## config.mk

```make
export PLATFORM = sky130hd
export DESIGN_NAME = spi_scene_scheduler
export DESIGN_NICKNAME = d
export VERILOG_FILES = /design/src/rtl/spi_scene_scheduler.sv
export SDC_FILE = /design/constraint.sdc
export NUM_CORES = 1
export LEC_CHECK = 0
export CORE_MARGIN = 4
export CORE_UTILIZATION = 51
export DETAILED_ROUTE_END_ITERATION = 8
export PLACE_DENSITY = 0.68
export REMOVE_ABC_BUFFERS = 1
export SLEW_MARGIN = 10
export SYNTH_ARGS = -nofsm -noshare
export SYNTH_HDL_FRONTEND = slang
export SYNTH_SLANG_ARGS = --single-unit
```

## constraint.sdc

```tcl
create_clock -name clk -period 5.7 [get_ports clk]
set_clock_uncertainty 0.15 [all_clocks]
set_input_delay 0.57 -clock clk [delete_from_list [all_inputs] [get_ports clk]]
set_output_delay 0.57 -clock clk [all_outputs]
set_load 0.1 [all_outputs]
```

## src/rtl/spi_scene_scheduler.sv

```systemverilog
// spi_scene_scheduler: decodes SPI packet headers, buffers payload words in a
// FIFO, drains them into scene RAM while the renderer is idle, schedules the
// frame commit (o_swap) and drives the MCU flow-control interrupt (o_irq).
// Optional build macro SPI_SCHED_STATS_EN adds the o_wr_count write counter.
module spi_scene_scheduler #(
  parameter int FIFO_DEPTH = 16,
  parameter int ADDR_W     = 8,
  parameter int IRQ_THRESH = 8
) (
  input  logic              clk,
  input  logic              rst_,
  input  logic              i_dv,
  input  logic [63:0]       i_word,
  input  logic              i_render_busy,
  output logic              o_wr_en,
  output logic [ADDR_W-1:0] o_wr_addr,
  output logic [63:0]       o_wr_data,
  output logic              o_swap,
  output logic              o_irq,
  output logic              o_err
`ifdef SPI_SCHED_STATS_EN
  ,
  output logic [15:0]       o_wr_count
`endif
);

  localparam int PTR_W = $clog2(FIFO_DEPTH);
  localparam int CNT_W = PTR_W + 1;
  localparam logic [CNT_W-1:0] DEPTH_C  = CNT_W'(FIFO_DEPTH);
  localparam logic [CNT_W-1:0] THRESH_C = CNT_W'(IRQ_THRESH);

  typedef enum logic {R_HDR, R_PAY} rx_state_t;

  rx_state_t          state, state_n;
  logic [7:0]         rem;
  logic [ADDR_W-1:0]  idx, base;
  logic [ADDR_W+63:0] mem [FIFO_DEPTH];
  logic [PTR_W-1:0]   wr_ptr, rd_ptr;
  logic [CNT_W-1:0]   count, count_n;
  logic               commit_pending, pending_n;

  logic [3:0] opcode;
  logic [7:0] hdr_n;
  logic hdr_write, hdr_zero, hdr_commit, hdr_flush, hdr_bad, push_req;
  logic full, push_ok, pop, swap_fire, irq_n;

  assign opcode = i_word[63:60];
  assign hdr_n  = i_word[59:52];

  // Receive FSM state register
  always_ff @(posedge clk or negedge rst_) begin
    if (!rst_) state <= R_HDR;
    else       state <= state_n;
  end

  // Receive FSM next state: a packet ends on the push that consumes rem==1
  always_comb begin
    state_n = state;
    case (state)
      R_HDR: if (hdr_write) state_n = R_PAY;
      R_PAY: if (i_dv && rem == 8'd1) state_n = R_HDR;
      default: state_n = R_HDR;
    endcase
  end

  // Receive FSM outputs: header decode strobes and payload push request
  always_comb begin
    hdr_write  = 1'b0;
    hdr_zero   = 1'b0;
    hdr_commit = 1'b0;
    hdr_flush  = 1'b0;
    hdr_bad    = 1'b0;
    push_req   = 1'b0;
    if (i_dv) begin
      if (state == R_HDR) begin
        case (opcode)
          4'hA: if (hdr_n != 8'd0) hdr_write = 1'b1; else hdr_zero = 1'b1;
          4'hC: hdr_commit = 1'b1;
          4'hF: hdr_flush  = 1'b1;
          default: hdr_bad = 1'b1;
        endcase
      end else begin
        push_req = 1'b1;
      end
    end
  end

  // Fullness is judged on the pre-pop count, so full+pop still drops the push;
  // a swap waits for queued words, the registered write and any same-cycle push
  always_comb begin
    full      = (count == DEPTH_C);
    push_ok   = push_req && !full;
    pop       = (count != '0) && !i_render_busy && !hdr_flush;
    swap_fire = commit_pending && (count == '0) && !o_wr_en && !i_render_busy && !push_req;
    count_n   = count;
    if (hdr_flush) count_n = '0;
    else if (push_ok && !pop) count_n = count + CNT_W'(1);
    else if (!push_ok && pop) count_n = count - CNT_W'(1);
    pending_n = commit_pending;
    if (hdr_flush || swap_fire) pending_n = 1'b0;
    else if (hdr_commit)        pending_n = 1'b1;
    irq_n = (state_n == R_HDR) && ((DEPTH_C - count_n) >= THRESH_C) && !pending_n;
  end

  // Packet bookkeeping: base address, word index and remaining count
  always_ff @(posedge clk or negedge rst_) begin
    if (!rst_) begin
      base <= '0;
      idx  <= '0;
      rem  <= '0;
    end else if (hdr_write) begin
      base <= i_word[ADDR_W-1:0];
      idx  <= '0;
      rem  <= hdr_n;
    end else if (push_req) begin
      idx  <= idx + ADDR_W'(1);
      rem  <= rem - 8'd1;
    end
  end

  // FIFO storage: address travels with the data
  always_ff @(posedge clk) begin
    if (push_ok) mem[wr_ptr] <= {base + idx, i_word};
  end

  // FIFO pointers, count, commit and error state
  always_ff @(posedge clk or negedge rst_) begin
    if (!rst_) begin
      wr_ptr         <= '0;
      rd_ptr         <= '0;
      count          <= '0;
      commit_pending <= 1'b0;
      o_err          <= 1'b0;
    end else begin
      count          <= count_n;
      commit_pending <= pending_n;
      if (hdr_flush) begin
        wr_ptr <= '0;
        rd_ptr <= '0;
        o_err  <= 1'b0;
      end else begin
        if (push_ok) wr_ptr <= wr_ptr + PTR_W'(1);
        if (pop)     rd_ptr <= rd_ptr + PTR_W'(1);
        if (hdr_zero || hdr_bad || (push_req && full)) o_err <= 1'b1;
      end
    end
  end

  // Registered scene RAM write port, swap pulse and flow-control interrupt
  always_ff @(posedge clk or negedge rst_) begin
    if (!rst_) begin
      o_wr_en   <= 1'b0;
      o_wr_addr <= '0;
      o_wr_data <= '0;
      o_swap    <= 1'b0;
      o_irq     <= 1'b0;
    end else begin
      o_wr_en <= pop;
      if (pop) {o_wr_addr, o_wr_data} <= mem[rd_ptr];
      o_swap  <= swap_fire;
      o_irq   <= irq_n;
    end
  end

`ifdef SPI_SCHED_STATS_EN
  // Saturating count of scene RAM writes
  always_ff @(posedge clk or negedge rst_) begin
    if (!rst_)                              o_wr_count <= '0;
    else if (hdr_flush)                     o_wr_count <= '0;
    else if (pop && o_wr_count != 16'hFFFF) o_wr_count <= o_wr_count + 16'd1;
  end
`endif

endmodule
```

==> results.toml <==
[worst_setup_path]
slowest_delay_ns = 0.82
critical_path.startpoint_type = "flop"
crit_type = "reg -> reg"
cp_max_fo = 46
crit_arrival_ns = 4.10
ff2ff_setup_slack_ns = 1.82
path_cells = "inv_1 -> ha_1 -> and4bb_1 -> nor2_1 -> nand2_1 -> nor2_1 -> and2_4 -> buf_4"
critical_path_buf_inv_count = 2
critPathMostFrequentCell = "sky130_fd_sc_hd__nor2_1"
crit_path_top_delay_cell = "sky130_fd_sc_hd__and2_4"
critical_path.endpoint_type = "flop"
worst-endpoint-required_ns = 5.92
crit_family = "simple AND/OR/NAND/NOR gates"

[synthesis]
yosys.cell_types.count = 60
number_of_enable_type_register_cells_in_the_synthesized_netlist = 1152
synth-async-reset-ratio_pct = 9.08
synth_commonest_cells = "sky130_fd_sc_hd__edfxtp_1, sky130_fd_sc_hd__mux2i_1, sky130_fd_sc_hd__mux4_2"
synth_top_area_share_pct = 70.6
sequential_share_of_the_synthesized_area_pct = 76.4
synth_top_area_cell = "sky130_fd_sc_hd__edfxtp_1"
ys_ff_latch = 1267
synthesis.area_sq_um = 49000
syn-instance-count = 2506
ys_warn_count = 0
syn-mean-instance-area_sq_um = 19.6
netlist_top_cells_area = "sky130_fd_sc_hd__edfxtp_1, sky130_fd_sc_hd__mux4_2, sky130_fd_sc_hd__dfrtp_1"
ys.flop_type = "sky130_fd_sc_hd__edfxtp_1"
yosys.cell_count.top_type = "sky130_fd_sc_hd__edfxtp_1"

[timing]
timing_max_transition_violations_final = 0
period_share_pct = 68.1
fmax_mhz = 258
final-setup-viol-count = 0
timing_worst_slew_pin_value_ns = 1.21
fin_ws_ns = 1.82
slew-limit-headroom_pct = 19.5
grt_setup_unrepaired = "no"
post-route-min-period_ns = 3.88
hold_viol_final = 0

[detailed_routing]
drt_pass_1_iters = 5
vias = 24300
wire_per_inst_microns = 27.1
routed_via_count_divided_by_cell_count = 5.98
final_wl_microns = 110000
antenna_violating_nets_post_route = 0
initialDrtViolationCount = 2288
drc_errors = 0

[floorplan]
placeableCoreArea_sq_um = 95200
design.die.area_sq_um = 101000
placementRows = 113
fp.dieW_microns = 318
die_height_microns = 318
floorplan.initialDensity_pct = 51.5
ios = 144

[global_routing]
maximum_number_of_pins_on_one_net_before_global_route_repair = 107
via_count_of_the_first_global_routing_pass = 25200
track_usage_pct = 21.8
antenna_found_initial = 6
grt_overflow_total = 0
grt_pass1_wl_microns = 165000

[power_and_ir_drop]
pwr_density_cell_nw_per_um2 = 513
leakage_nw = 18.6
irDropWorstVdd_uv = 341
fin_total_pwr_mw = 28.7

[cells_and_area]
final_net_count = 2781
layout-area-overhead-vs-synth_pct = 14.3
drive_gt1_share_pct = 17.5

[clock_tree]
ctsResizeCount = 0
clkSinkCount = 1267
cts_max_level = 3
insertion_delay_ns = 0.69
cts_buffers = 121
clock-root-buffer = "sky130_fd_sc_hd__clkbuf_16"
path_clk_slew_ns = 0.06
tritoncts_clock_tree = "yes"
cts-root-to-sink-buffers = 3

[flow_run]
maxCapViolCount = 0

[placed_design]
hpwl_microns = 61800
gp_congestion = 0.805
io_buffer_count = 143
post-place-ws_ns = 1.16

[min_path]
hold_path.class = "reg -> reg"

[run_status]
status = "complete, no violations"
## flip-flops by register name, indices dropped and copies added, names as in the netlist, 5 cells and up
register,cells
idx,8
o_wr_data,64
rem,8
o_wr_addr,8
mem,1152
count,5
base,8
## metrics by stage
step	instances	hold slack, ns	util (%)	instance area [sq um]	setup TNS, ns
6_report	4064	0.329	58.9	56000	0
3_5_place_dp	3832	0.319	54.7	52100	0
5_1_grt	4064	0.360	58.9	56000	0
4_1_cts	4060	0.333	58.8	55900	0
3_3_place_gp	3831	0.311	54.7	52000	0
2_1_floorplan	2372	0.124	-	48400	-663.28
## tightest hold or removal path: cells and delay by family (launching register included)
family / cells / cell delay (ns)
AOI/OAI and AO/OA: 1 / 0.06
DFF: 1 / 0.34
and+or+nand+nor: 1 / 0.05
## power by group
| part | switching, mW | internal (mW) |
|---|---|---|
| Combinational | 5.78 | 3.33 |
| Clock | 3.37 | 4.42 |
| Sequential | 0.677 | 11.2 |
## cell families (layout without fill, tap and decap cells)
family | count (synthesis) | after routing | share of synthesized area (%)
buffers and inverters | 150 | 442 | 1.30
flip-flops | 1267 | 1267 | 76.4
AO/OA/AOI/OAI | 269 | 269 | 3.45
adder cells (fa/ha/maj) | 19 | 19 | 0.500
multiplexers | 441 | 441 | 14.5
other | 0 | 1 | 0
XOR/XNOR | 19 | 19 | 0.339
AND/OR/NAND/NOR | 341 | 341 | 3.44
## cell usage in the layout, fill, tap and decap left out, types with 8 or more instances in the layout
cell type / instances
sky130_fd_sc_hd__buf_12: 10
sky130_fd_sc_hd__clkdlybuf4s50_1: 142
sky130_fd_sc_hd__nor2_1: 29
sky130_fd_sc_hd__xnor2_1: 10
sky130_fd_sc_hd__bufinv_16: 8
sky130_fd_sc_hd__nor2b_1: 74
sky130_fd_sc_hd__edfxtp_1: 1152
sky130_fd_sc_hd__and2_4: 12
sky130_fd_sc_hd__buf_4: 42
sky130_fd_sc_hd__clkinv_1: 28
sky130_fd_sc_hd__inv_1: 16
sky130_fd_sc_hd__mux4_2: 216
sky130_fd_sc_hd__o21ai_0: 91
sky130_fd_sc_hd__mux2i_1: 218
sky130_fd_sc_hd__nand2_1: 173
sky130_fd_sc_hd__a21oi_1: 9
sky130_fd_sc_hd__ha_1: 18
sky130_fd_sc_hd__o22ai_1: 74
sky130_fd_sc_hd__clkbuf_16: 124
sky130_fd_sc_hd__o31ai_1: 73
sky130_fd_sc_hd__dfrtp_1: 111
sky130_fd_sc_hd__clkbuf_1: 21
sky130_fd_sc_hd__clkinv_2: 25
## final cells by class
type                       count  area, sq um
antenna                        1         2.50
sequential                  1267        37500
tap                         1265         1580
clock inverter                75          591
clock buffer                 152         3280
multi-input combinational   1089        11000
fill                        6767        39100
inverter                      16         60.1
timing repair buffer         199         2040
## worst paths after layout
path,startpoint,cells after the start,end
min in group asynchronous,rst_,2,count[2]
max in group asynchronous,rst_,3,rd_ptr[1]
setup / recovery,count[0],8,mem[7][44]
hold / removal,o_wr_data[56],2,o_wr_data[56]
hold reg to reg,o_wr_data[56],2,o_wr_data[56]
setup reg to reg,count[0],8,mem[7][44]
## per-layer routing
| metal | wire length (microns) | up-vias | track usage (%) |
|---|---|---|---|
| li1 | - | 10500 | - |
| met1 | 46200 | 12800 | 31.1 |
| met2 | 54500 | 886 | 35.9 |
| met3 | 7270 | 145 | 3.36 |
| met4 | 2220 | 2 | 5.26 |
| met5 | 13 | - | 0 |
## timing repair
item	in CTS	in global routing
hold buffers	1	0
hold endpoints to repair	67	0
setup buffers	0	0
(Power assumes the default switching activity.)
